File: src/rtl/hazard_stall_ctrl.sv
// Pipeline hazard/stall controller: load-use detection, multi-cycle stall sequencing,
// memory-busy freeze, taken-branch flush and saturating stall/flush counters.
module hazard_stall_ctrl #(
  parameter int unsigned LOAD_USE_CYCLES = 1,
  parameter int unsigned CNT_W           = 16
) (
  input  logic             clk,
  input  logic             rst,
  input  logic [4:0]       id_rs1,
  input  logic [4:0]       id_rs2,
  input  logic             id_use_rs1,
  input  logic             id_use_rs2,
  input  logic [4:0]       ex_rd,
  input  logic             ex_is_load,
  input  logic             ex_reg_write,
  input  logic             br_taken,
  input  logic             mem_busy,
  output logic             pc_write,
  output logic             ifid_write,
  output logic             ifid_flush,
  output logic             idex_hold,
  output logic             idex_bubble,
  output logic [1:0]       state,
  output logic [CNT_W-1:0] stall_cnt,
  output logic [CNT_W-1:0] flush_cnt
);

  typedef enum logic [1:0] {
    StRun     = 2'd0,
    StLuStall = 2'd1,
    StMemWait = 2'd2
  } state_e;

  localparam logic [3:0] LuReload = 4'(LOAD_USE_CYCLES - 1);

  state_e           state_q, state_d;
  state_e           ret_q, ret_d;
  state_e           eff_state;
  logic [3:0]       lu_cnt_q, lu_cnt_d;
  logic [CNT_W-1:0] stall_cnt_q, flush_cnt_q;
  logic             lu;

  assign lu = ex_is_load && ex_reg_write && (ex_rd != 5'd0) &&
              ((id_use_rs1 && (id_rs1 == ex_rd)) || (id_use_rs2 && (id_rs2 == ex_rd)));

  always_comb begin
    pc_write    = 1'b1;
    ifid_write  = 1'b1;
    ifid_flush  = 1'b0;
    idex_hold   = 1'b0;
    idex_bubble = 1'b0;
    state_d     = StRun;
    ret_d       = ret_q;
    lu_cnt_d    = lu_cnt_q;

    // Leaving MEM_WAIT behaves exactly like the saved state; illegal code acts as RUN.
    case (state_q)
      StLuStall: eff_state = StLuStall;
      StMemWait: eff_state = ret_q;
      default:   eff_state = StRun;
    endcase

    if (mem_busy) begin
      pc_write   = 1'b0;
      ifid_write = 1'b0;
      idex_hold  = 1'b1;
      state_d    = StMemWait;
      if (state_q != StMemWait) ret_d = eff_state;
    end else if (br_taken) begin
      ifid_flush  = 1'b1;
      idex_bubble = 1'b1;
      lu_cnt_d    = 4'd0;
    end else if (eff_state == StLuStall) begin
      pc_write    = 1'b0;
      ifid_write  = 1'b0;
      idex_bubble = 1'b1;
      if (lu_cnt_q <= 4'd1) begin
        lu_cnt_d = 4'd0;
      end else begin
        lu_cnt_d = lu_cnt_q - 4'd1;
        state_d  = StLuStall;
      end
    end else if (lu) begin
      pc_write    = 1'b0;
      ifid_write  = 1'b0;
      idex_bubble = 1'b1;
      if (LOAD_USE_CYCLES > 1) begin
        lu_cnt_d = LuReload;
        state_d  = StLuStall;
      end
    end

    if (rst) begin
      pc_write    = 1'b0;
      ifid_write  = 1'b0;
      ifid_flush  = 1'b0;
      idex_hold   = 1'b0;
      idex_bubble = 1'b0;
    end
  end

  always_ff @(posedge clk) begin
    if (rst) begin
      state_q     <= StRun;
      ret_q       <= StRun;
      lu_cnt_q    <= 4'd0;
      stall_cnt_q <= '0;
      flush_cnt_q <= '0;
    end else begin
      state_q  <= state_d;
      ret_q    <= ret_d;
      lu_cnt_q <= lu_cnt_d;
      if (!pc_write && (stall_cnt_q != '1)) stall_cnt_q <= stall_cnt_q + 1'b1;
      if (ifid_flush && (flush_cnt_q != '1)) flush_cnt_q <= flush_cnt_q + 1'b1;
    end
  end

  assign state     = state_q;
  assign stall_cnt = stall_cnt_q;
  assign flush_cnt = flush_cnt_q;

endmodule

File: config.mk
export PLATFORM = sky130hd
export DESIGN_NAME = hazard_stall_ctrl
export DESIGN_NICKNAME = d
export VERILOG_FILES = /design/src/rtl/hazard_stall_ctrl.sv
export SDC_FILE = /design/constraint.sdc
export NUM_CORES = 1
export LEC_CHECK = 0
export BUFFER_PORTS_ARGS = -buffer_cell sky130_fd_sc_hd__buf_2
export CAP_MARGIN = 15
export CORE_ASPECT_RATIO = 1.5
export CORE_MARGIN = 3
export CORE_UTILIZATION = 40
export DETAILED_ROUTE_END_ITERATION = 8
export PLACE_DENSITY = 0.75
export SYNTH_ARGS = -nofsm -noshare
export SYNTH_HDL_FRONTEND = slang
export SYNTH_SLANG_ARGS = --single-unit
File: constraint.sdc
create_clock -name clk -period 2.05 [get_ports clk]
set_input_delay 0.1025 -clock clk [delete_from_list [all_inputs] [get_ports clk]]
set_output_delay 0.1025 -clock clk [all_outputs]
set_load 0.05 [all_outputs]
Word level (Yosys, flattened, before mapping):

Index checks and enable logic that the tools add are counted.

* register bits: 40
* bits of input ports: 23
* output and inout port bits: 39
* logic and storage cells: 57

* add/sub/neg operators: 3
* order comparisons: 1
* equal/unequal tests: 8
* muxes and demuxes: 23
* bitwise operators: 2
* reduce and logical (&&, ||, !) cells: 14

Operator list (number)
* 16-bit by 1-bit adder with 16-bit output, second input constant: 2
* 16-bit != test, second input constant: 2
* 1-bit 2-to-1 mux: 18
* 4-bit 2-to-1 mux: 3
* 5-bit == test: 2
* 1-bit logical AND: 7
* 5-bit nonzero test: 1
* 2-bit by 1-bit == test with 1-bit output, second input constant: 2
* 4-bit by 1-bit less-or-equal comparator with 1-bit output, second input constant: 1
* 2-bit one-hot mux with 2 select lines: 1
* 2-bit AND reduction: 2
* 4-bit OR reduction: 1
* 4-bit by 1-bit subtractor with 4-bit output, second input constant: 1
* 2-bit == test, second input constant: 1
* 2-bit 2-to-1 mux: 1
* 2-bit != test, second input constant: 1
* 1-bit inverter: 2
* 2-bit nonzero test: 1
* 1-bit zero test: 1
* 1-bit logical OR: 1

Logic depth before layout (Yosys ltp):

Gate-level depths: netlist of run 1.

* depth after elaboration: 11
* depth in mapped cells: 10
* mapped depth without buffers: 8

Least setup slack after synthesis of run 1:

Ideal clock, no wire load.

* path type: reg2out
* from: reg state_q[0] (netlist: state[0])
* to: out idex_bubble
* arrival time: 2.652 ns
* required time: 1.947 ns
* setup slack: -0.704 ns
* cell stages (with the launch flop): 5
* buffers on the path: 0
* cells stage by stage: dfxtp_1 -> inv_1 -> ha_1 -> a211o_1 -> a311oi_1

* longest elaborated chain between the ends: 7
* elaborated cells between the ends (all ways): 8
* classes of those cells: eq/ne (3); mux (5)

RTL lines
* start: declaration: line 36 `state_e state_q, state_d;`
* start signal: assignment: line 104 `state_q <= StRun;`
* start signal: assignment: line 110 `state_q <= state_d;`
* 2-bit == test or 2-bit by 1-bit == test with 1-bit output (tied branches): line 57 `case (state_q)`
* 2-bit one-hot mux with 2 select lines (*): line 57
* 2-bit by 1-bit == test with 1-bit output (*): line 73 `end else if (eff_state == StLuStall) begin`
* 1-bit 2-to-1 mux (*): line 73
* 1-bit 2-to-1 mux (*): line 69 `end else if (br_taken) begin`
* 1-bit 2-to-1 mux (*): line 63 `if (mem_busy) begin`
* 1-bit 2-to-1 mux (*): line 93 `if (rst) begin`
* end: declaration: line 22 `output logic idex_bubble,`

Mark *: on every way between the ends. The rest lies on a longest branch, timed or not.

Worst setup path in the final report of run 1:

* from: reg state_q[0] (netlist: state[0])
* to: reg stall_cnt_q[14] (netlist: stall_cnt[14])

* longest elaborated chain between the ends: 9
* elaborated cells between the ends (all ways): 10
* classes of those cells: eq/ne (3); mux (5); reduce/logical (2)

RTL lines
* 2-bit == test or 2-bit by 1-bit == test with 1-bit output (tied branches): line 57
* 2-bit one-hot mux with 2 select lines (*): line 57
* 2-bit by 1-bit == test with 1-bit output (*): line 73
* 1-bit 2-to-1 mux (*): line 73
* 1-bit 2-to-1 mux (*): line 69
* 1-bit 2-to-1 mux (*): line 63
* 1-bit 2-to-1 mux (*): line 93
* 1-bit zero test (*): line 113 `if (!pc_write && (stall_cnt_q != '1)) stall_cnt_q <= stall_cnt_q + 1'b1;`
* 1-bit logical AND (*): line 113
* end signal: assignment: line 113
* end: declaration: line 40 `logic [CNT_W-1:0] stall_cnt_q, flush_cnt_q;`

Marks and branches as above.
A chain may end at the register's enable or synchronous reset.

==> results of run 1 <==
==> worst reg2reg max path, delay by kind of cell, from the launching register on <==
kind | cells | cell delay, ns
fa+ha+maj | 1 | 0.20
compound gates | 4 | 0.68
simple gates | 1 | 0.49
flops | 1 | 0.37
buf+inv | 2 | 0.22
==> metrics by stage <==
step	TNS [ns]	power [mW]	utilization	std cells
after floorplan	0	0.968	-	248
after global placement	0	1.02	0.507	377
after detailed placement	0	1.03	0.507	377
after CTS	0	1.62	0.527	385
after global routing	-0.232	1.70	0.549	389
final	0	1.63	0.549	389
==> cell usage after synthesis (4+ instances only) <==
cell	count
nand4_1	10
xnor2_1	18
inv_1	9
a21oi_1	12
dfxtp_1	40
ha_1	6
and3_1	4
nor4_1	4
nor2b_1	7
xor2_1	10
and4_1	4
o21ai_1	4
nor2_1	33
nand2_1	16
or4_1	6
nand3_1	10
o31ai_1	6
nor3_1	4
clkbuf_1	4
==> area by class of cell <==
class                           instances  area (µm²)  area share
Clock buffer                            6        93.8      0.0329
Clock inverter                          2        12.5     0.00438
Inverter                                9        36.3      0.0127
Multi-Input combinational cell        190        1340       0.469
Sequential cell                        40         821       0.287
Tap cell                               68        85.1      0.0298
Timing Repair Buffer                   74         469       0.164
==> cells by family after synthesis <==
group           after synthesis  share of synthesized area
fa+ha+maj                     6                     0.0345
simple gates                114                      0.295
buf+inv                      18                     0.0454
xor+xnor                     28                      0.113
compound gates               38                      0.119
flops                        40                      0.368
mux                           4                     0.0253
==> routing by layer <==
metal	share of wire	track usage	wire length, µm	vias to the layer above
met2	0.54	0.302	2790	58
met5	0	0	0	-
li1	-	-	-	1038
met4	0.014	0.0644	75	0
met3	0.047	0.0397	243	6
met1	0.40	0.166	2080	993
==> flip-flops by register name, indices dropped and copies added (netlist names) <==
register   flops
ret_q          2
state          2
lu_cnt_q       4
stall_cnt     16
flush_cnt     16
==> worst max path at each step <==
stage,from,endpoint,slack (ns),cells after the start
2_1_floorplan,stall_cnt[8],stall_cnt[5],0.003,6
3_3_place_gp,state[0],stall_cnt[2],0.10,8
3_5_place_dp,state[0],stall_cnt[14],0.07,8
4_1_cts,state[1],pc_write,0.03,8
5_1_grt,state[0],stall_cnt[14],-0.04,8
6_report,state[0],stall_cnt[14],0.03,8
==> what timing repair did <==
item / in CTS / in global routing
buffers inserted: 0 / 1
setup endpoints to repair: 0 / 7
resized for setup: 0 / 13
==> cells in the final DEF, fill, tap and decap left out, types with 4 or more instances in the layout <==
| cell type | n |
|---|---|
| and3_1 | 4 |
| ha_1 | 5 |
| nand3_1 | 10 |
| buf_2 | 58 |
| nor4_1 | 4 |
| nor3_1 | 4 |
| xor2_1 | 10 |
| nand4_1 | 10 |
| dfxtp_1 | 28 |
| buf_4 | 9 |
| inv_1 | 8 |
| nor2_1 | 33 |
| xnor2_1 | 18 |
| dfxtp_2 | 10 |
| nor2b_1 | 7 |
| o31ai_1 | 6 |
| a21oi_1 | 11 |
| and4_1 | 4 |
| clkbuf_8 | 5 |
| or4_1 | 5 |
| nand2_1 | 16 |
==> power by group <==
group          leakage [nW]  switching (mW)  total, mW  internal (mW)
Combinational         0.766           0.133      0.225         0.0924
Sequential            0.330          0.0186      0.807          0.789
Clock                0.0523           0.284      0.595          0.311
==> flow_metrics.tcl, run 1 <==
set metrics [dict create \
    drtIter0Drc 30 \
    antenna_found_initial 0 \
    yosysSeqAreaShare 0.368 \
    hpwl_um 3640 \
    fin_hold_ws_ns 0.0937 \
    ant_nets 0 \
    die_y_um 96.3 \
    gr-usage-all-layers 0.161 \
    io_pins 62 \
    critical_path.cell_chain "inv_4, ha_4, a211o_1, o21ai_2, a21oi_4, clkbuf_16, or4b_4, a21oi_2" \
    max_cap_viol_count 0 \
    crit_arrival_ns 2.25 \
    finClkSkew_ns 0.00708 \
    r2r_end "stall_cnt[14]" \
    chipWidth_um 66.2 \
    synth-warning-count 0 \
    timing.final.max_slew_violations 0 \
    r2r_start "state[0]" \
    yosysTopAreaCell "dfxtp_1" \
    ys_ff_latch 40 \
    max_stage_delay_ns 0.49 \
    max-clock-path-buffers 2 \
    fillCellCount 482 \
    rsz0062_at_grt "true" \
    routedWlPerCell_um 13.3 \
    synth_ff_type "dfxtp_1" \
    drc 0 \
    peakVddDrop_mv 0.288 \
    clock-sinks 40 \
    regToRegSetupSlack_ns 0.03 \
    grt_start_max_net_pins 44 \
    async_flop_share 0 \
    detail_route.first_pass.iterations 4 \
    synth_edf_count 0 \
    status "finished clean" \
    cts_tree "built" \
    clk_latency_ns 0.29 \
    worst_slew_pin_slew_ns 0.727 \
    slew_headroom 0.511 \
    vias 2095 \
    crit_family "compound AO/OA/AOI/OAI gates" \
    worst_slack_ns 0.0304 \
    die_area_um2 6380 \
    yosys.cell_types.count 50 \
    power.density_nw_per_um2 570 \
    cts-buffers-inserted 5 \
    grt_overflow 0 \
    core_region_area_um2 5200 \
    post_dp_cell_area_um2 2640 \
    routed_wl_um 5190 \
    slowest_stage "or4b_4" \
    fin_area_um2 2860 \
    min_from "rst" \
    critPathCaptureType "flop" \
    hold_path_end "state[0]" \
    final_nets 349 \
    p_leak_nw 1.15 \
    final_layout_size_suffix_gt1_frac 0.361 \
    postSynthNetCount 277 \
    hold_class "primary input to flop" \
    ff2ff_path_depth 8 \
    post-place-ws_ns 0.0702 \
    synth_area_leaders "dfxtp_1 37%, xnor2_1 7.2%, nor2_1 5.7%" \
    portBuffers 61 \
    path_class "flop to flop" \
    period_minus_slack_ns 2.02 \
    yosysTopAreaCellShare 0.368 \
    grt_pass1_vias 1901 \
    grt_pass1_wl_um 8070 \
    path_clk_slew_ns 0.08 \
    finalHoldViolations 0 \
    ctsHoldBuffers 0 \
    rows 32 \
    gp_congestion 0.740 \
    h-tree-depth 2 \
    setup_viol 0 \
    syn_inst 248 \
    startpoint_type "flop" \
    hold-path-cell-count 4 \
    worst-path-max-fanout 7 \
    initial_core_util 0.418 \
    fmax_mhz 495 \
    syn_area_um2 2180 \
    clockRootBuffer "clkbuf_8" \
    vias_per_cell 5.39 \
    antenna_cells 0 \
    syn2layout_area_growth_pct 31.3 \
    worst_ep_required_time_ns 2.28 \
    syn_area_per_cell_um2 8.77 \
    period_share 0.985 \
    cp_num_buf_inv 2 \
]
(Power assumes the default switching activity.)
==> inputs of run 2 (changes only) <==
PLACE_DENSITY = 0.67   (was 0.75)
clock period = 2.57 ns   (was 2.05 ns; I/O delays follow)
==> run 2 against run 1 <==
Critical path depth did not move. Setup slack improved by 0.38 ns. Hold slack better by 0.034 ns. Cell count fell by 2.1%. Critical path type unchanged.
==> flow_metrics.tcl, run 2 (synthesized netlist as in run 1, its figures left out) <==
set metrics [dict create \
    drtIter0Drc 45 \
    final_layout_size_suffix_gt1_frac 0.281 \
    r2r_start "state[0]" \
    grt_overflow 0 \
    wl_met3_um 252 \
    final_cell_mix "61 x buf_2, 40 x dfxtp_1, 33 x nor2_1" \
    detail_route.first_pass.iterations 4 \
    rsz0062_at_grt "false" \
    hpwl_um 3530 \
    finalHoldViolations 0 \
    cts_tree "built" \
    slew_headroom 0.656 \
    chipWidth_um 66.2 \
    slowest_stage "dfxtp_1" \
    rows 32 \
    maxUsedRoutingLayer "met4" \
    ff2ff_path_depth 8 \
    routed_wl_um 4780 \
    hold_class "primary input to flop" \
    h-tree-depth 2 \
    clockRootBuffer "clkbuf_8" \
    regToRegSetupSlack_ns 0.41 \
    crit_cells 8 \
    drc 0 \
    worst_ep_required_time_ns 2.75 \
    worst_slew_pin_slew_ns 0.511 \
    max-clock-path-buffers 2 \
    cts-buffers-inserted 5 \
    ant_nets 0 \
    r2r_end "stall_cnt[10]" \
    grt_start_max_net_pins 44 \
    syn2layout_area_growth_pct 21.8 \
    portBuffers 61 \
    post-cts-setup-buffers 0 \
    antenna_found_initial 0 \
    finClkSkew_ns 0.00488 \
    clock-sinks 40 \
    period_minus_slack_ns 2.16 \
    peakVddDrop_mv 0.260 \
    gr-usage-all-layers 0.157 \
    worst-path-max-fanout 31 \
    crit_arrival_ns 2.34 \
    gp_congestion 0.692 \
    setup_viol 0 \
    grt_pass1_vias 1840 \
    vias 1986 \
    io_pins 62 \
    timing.final.max_slew_violations 0 \
    met2_length_um 2430 \
    routedWlPerCell_um 12.6 \
    die_area_um2 6380 \
    fillCellCount 537 \
    cp-startpoint "state[0]" \
    crit_end "stall_cnt[10]" \
    final_common_cell "buf_2" \
    period_share 0.839 \
    final_nets 341 \
    finalSetupTns_ns 0 \
    clk_latency_ns 0.29 \
    cp_num_buf_inv 2 \
    core_region_area_um2 5200 \
    post_dp_cell_area_um2 2560 \
    fmax_mhz 464 \
    critPathCaptureType "flop" \
    max_cap_viol_count 0 \
    wl_met1_um 2040 \
    critical_path.cell_chain "inv_1, ha_1, a211o_1, o21ai_1, a21oi_2, buf_12, nor4b_2, mux2_4" \
    p_leak_nw 1.08 \
    postCtsResizedCells 0 \
    vias_per_cell 5.21 \
    startpoint_type "flop" \
    path_clk_slew_ns 0.08 \
    power.density_nw_per_um2 466 \
    initial_core_util 0.418 \
    status "finished clean" \
    grt_pass1_wl_um 7980 \
    max_stage_delay_ns 0.35 \
    antenna_cells 0 \
    die_y_um 96.3 \
    fin_area_um2 2650 \
    ctsHoldBuffers 0 \
    crit_family "compound AO/OA/AOI/OAI gates" \
    path_class "flop to flop" \
]
## run 2: changes by cell type in the layout (fill, tap and decap cells not counted), moves of 2 or more
cell / change
dfxtp_1: +12
dfxtp_2: -10
buf_4: -5
buf_2: +3
buf_6: -3
clkbuf_16: -3
dfxtp_4: -2
## run 2: final cells by class
type | count | area (µm²) | share of cell area
clock buffers | 6 | 82.6 | 0.0312
clock inverters | 2 | 10.0 | 0.00378
inverters | 9 | 33.8 | 0.0127
multi-input cells | 190 | 1280 | 0.484
flip-flops and latches | 40 | 801 | 0.302
well taps | 68 | 85.1 | 0.0321
repair buffers | 66 | 355 | 0.134
## run 2: report_power, final
part           leakage (nW)  internal, mW  switching [mW]
logic                 0.701        0.0599          0.0990
registers             0.324         0.630          0.0141
clock network        0.0510         0.214           0.217
## run 2: worst register-to-register path: stages (launching register included)
cell and delay [ns]:
dfxtp_1 0.35, inv_1 0.05, ha_1 0.30, a211o_1 0.30, o21ai_1 0.17, a21oi_2 0.06
buf_12 0.17, nor4b_2 0.32, mux2_4 0.32
## run 2: how the worst min path moves through the flow
stage                     slack (ns)  cells past startpoint  startpoint        to
after CTS                       0.12                      4         rst  state[0]
final                           0.13                      4         rst  state[0]
after global placement          0.44                      4         rst  state[0]
after floorplan                 0.26                      1    mem_busy  state[1]
after global routing            0.15                      2    mem_busy  state[1]
after detailed placement        0.44                      4         rst  state[0]
## run 2: stage by stage
| stage | power (mW) | setup slack (ns) | utilization | hold WS, ns | instances |
|---|---|---|---|---|---|
| 2_1_floorplan | 0.770 | 0.173 | - | 0.257 | 248 |
| 3_3_place_gp | 0.815 | 0.463 | 0.491 | 0.444 | 373 |
| 3_5_place_dp | 0.818 | 0.418 | 0.491 | 0.437 | 373 |
| 4_1_cts | 1.25 | 0.398 | 0.509 | 0.122 | 381 |
| 5_1_grt | 1.29 | 0.273 | 0.509 | 0.153 | 381 |
| 6_report | 1.23 | 0.414 | 0.509 | 0.128 | 381 |
## run 2: metal layers
metal  global-route usage  vias up
met5                    0        -
li1                     -     1020
met2                0.283       54
met4               0.0559        0
met3               0.0327        5
met1                0.180      907
==> inputs of run 3 (changes only) <==
PLACE_DENSITY = 0.7   (was 0.67)
clock period = 1.8 ns   (was 2.57 ns; I/O delays follow)
==> run 3 against run 2 <==
The run now ends with negative setup slack left. Utilization is 8.2 points higher. First-iteration DRC count is 82% higher. Setup slack got worse by 0.57 ns. Clock skew rose by 0.0033 ns. Global-route usage rose by 1.2 points. Non-clock buffer count up 25. Hold slack worse by 0.043 ns. Cell area increased by 16%.
==> flow_metrics.tcl, run 3 (synthesized netlist as in run 1, its figures left out) <==
set metrics [dict create \
    grt_overflow 0 \
    area.sequential_um2 855 \
    worst-path-max-fanout 24 \
    period_share 1.09 \
    path_clk_slew_ns 0.08 \
    period_minus_slack_ns 1.96 \
    drc 0 \
    worst_slew_pin_slew_ns 0.479 \
    rows 32 \
    routedWlPerCell_um 12.7 \
    antenna_cells 0 \
    met2_usage 0.317 \
    clk_latency_ns 0.29 \
    placed_cells 394 \
    core_region_area_um2 5200 \
    crit_arrival_ns 2.18 \
    finalHoldViolations 0 \
    ctsHoldBuffers 0 \
    fillCellCount 497 \
    syn2layout_area_growth_pct 41.5 \
    gr-usage-all-layers 0.170 \
    grt_pass1_wl_um 8610 \
    h-tree-depth 2 \
    path_class "flop to flop" \
    finClkSkew_ns 0.00814 \
    ant_nets 0 \
    die_area_um2 6380 \
    final_cell_mix "58 x buf_2, 33 x nor2_1, 27 x buf_4" \
    rsz0062_at_grt "true" \
    slew_headroom 0.680 \
    portBuffers 61 \
    worst_ep_required_time_ns 2.02 \
    worst_slack_ns -0.159 \
    power.density_nw_per_um2 624 \
    post_dp_cell_area_um2 2830 \
    peakVddDrop_mv 0.261 \
    detail_route.first_pass.iterations 4 \
    setup_viol 19 \
    io_pins 62 \
    gp_congestion 0.760 \
    routed_wl_um 5170 \
    timing.final.max_slew_violations 0 \
    p_leak_nw 1.26 \
    cts_tree "built" \
    grt_pass1_vias 2023 \
    use_met1 0.186 \
    final_nets 366 \
    multi_input_area_um2 1420 \
    max_cap_viol_count 0 \
    use_met3 0.0386 \
    die_y_um 96.3 \
    critPathCaptureType "flop" \
    stdcell_count 406 \
    cts-buffers-inserted 5 \
    final_core_util 0.591 \
    startpoint_type "flop" \
    initial_core_util 0.418 \
    fmax_mhz 511 \
    vias 2101 \
    clock-sinks 40 \
    grt_start_max_net_pins 44 \
    final_common_cell "buf_2" \
    violations "negative setup slack" \
    drtIter0Drc 82 \
    vias_per_cell 5.17 \
    fin_area_um2 3080 \
    hpwl_um 3950 \
    status "finished, violations left" \
    hold_class "primary input to flop" \
    clockRootBuffer "clkbuf_8" \
    antenna_found_initial 0 \
    top_usage_layer "met2" \
    final_layout_size_suffix_gt1_frac 0.479 \
    p_total_mw 1.92 \
    max-clock-path-buffers 2 \
    chipWidth_um 66.2 \
]
==> run 3: cell count changes in the layout (fill, tap and decap cells not counted), moves of 3 or more <==
cell	change
nor4_1	-3
dfxtp_4	+6
dfxtp_2	+25
dfxtp_1	-31
nor4_4	+3
buf_2	-3
buf_4	+23
buf_6	+3
a21oi_2	+5
a21oi_1	-6
==> run 3: worst paths after layout <==
kind                                      to  slack [ns]  cells after the start      from
worst max-delay path            stall_cnt[6]       -0.16                      8  state[0]
worst min-delay path                state[0]        0.08                      4       rst
worst min register to register      ret_q[1]        0.50                      1  ret_q[1]
worst max register to register  stall_cnt[6]       -0.16                      8  state[0]
==> run 3: layer usage <==
| metal | routed length (µm) | vias up |
|---|---|---|
| li1 | - | 1068 |
| met1 | 2130 | 975 |
| met2 | 2730 | 52 |
| met3 | 249 | 6 |
| met4 | 57 | 0 |
| met5 | 0 | - |
==> run 3: per-stage QoR <==
step                      TNS (ns)  setup slack (ns)  hold slack (ns)
after floorplan              -2.48            -0.237            0.217
after global placement      -0.850            -0.109            0.379
after detailed placement     -1.44            -0.152            0.384
after CTS                    -1.91            -0.170           0.0732
after global routing         -3.57            -0.245            0.111
final                        -2.05            -0.159           0.0848
==> run 3: repair_timing <==
item	4_1_cts	5_1_grt
resized for setup	8	16
setup endpoints to repair	20	32
setup buffers	0	4
pin swaps	1	8
==> run 3: power by group <==
part	internal, mW	leakage [nW]	switching (mW)
Sequential	0.893	0.341	0.0133
Clock	0.411	0.0558	0.321
Combinational	0.118	0.867	0.163
==> run 3: final cells by class <==
class,instances,share of cell area
clock buffers,5,0.0224
flip-flops and latches,40,0.278
multi-input cells,190,0.463
inverters,9,0.0110
well taps,68,0.0276
repair buffers,91,0.185
clock inverters,3,0.0138
==> run 3: worst max-delay path, cell delays in order (launching register included) <==
cell and delay, ns:
dfxtp_4 0.36, inv_2 0.04, ha_4 0.20, a211o_1 0.29, o21ai_2 0.16, a21oi_2 0.06, buf_12 0.17, or4_4 0.48
a21oi_2 0.11
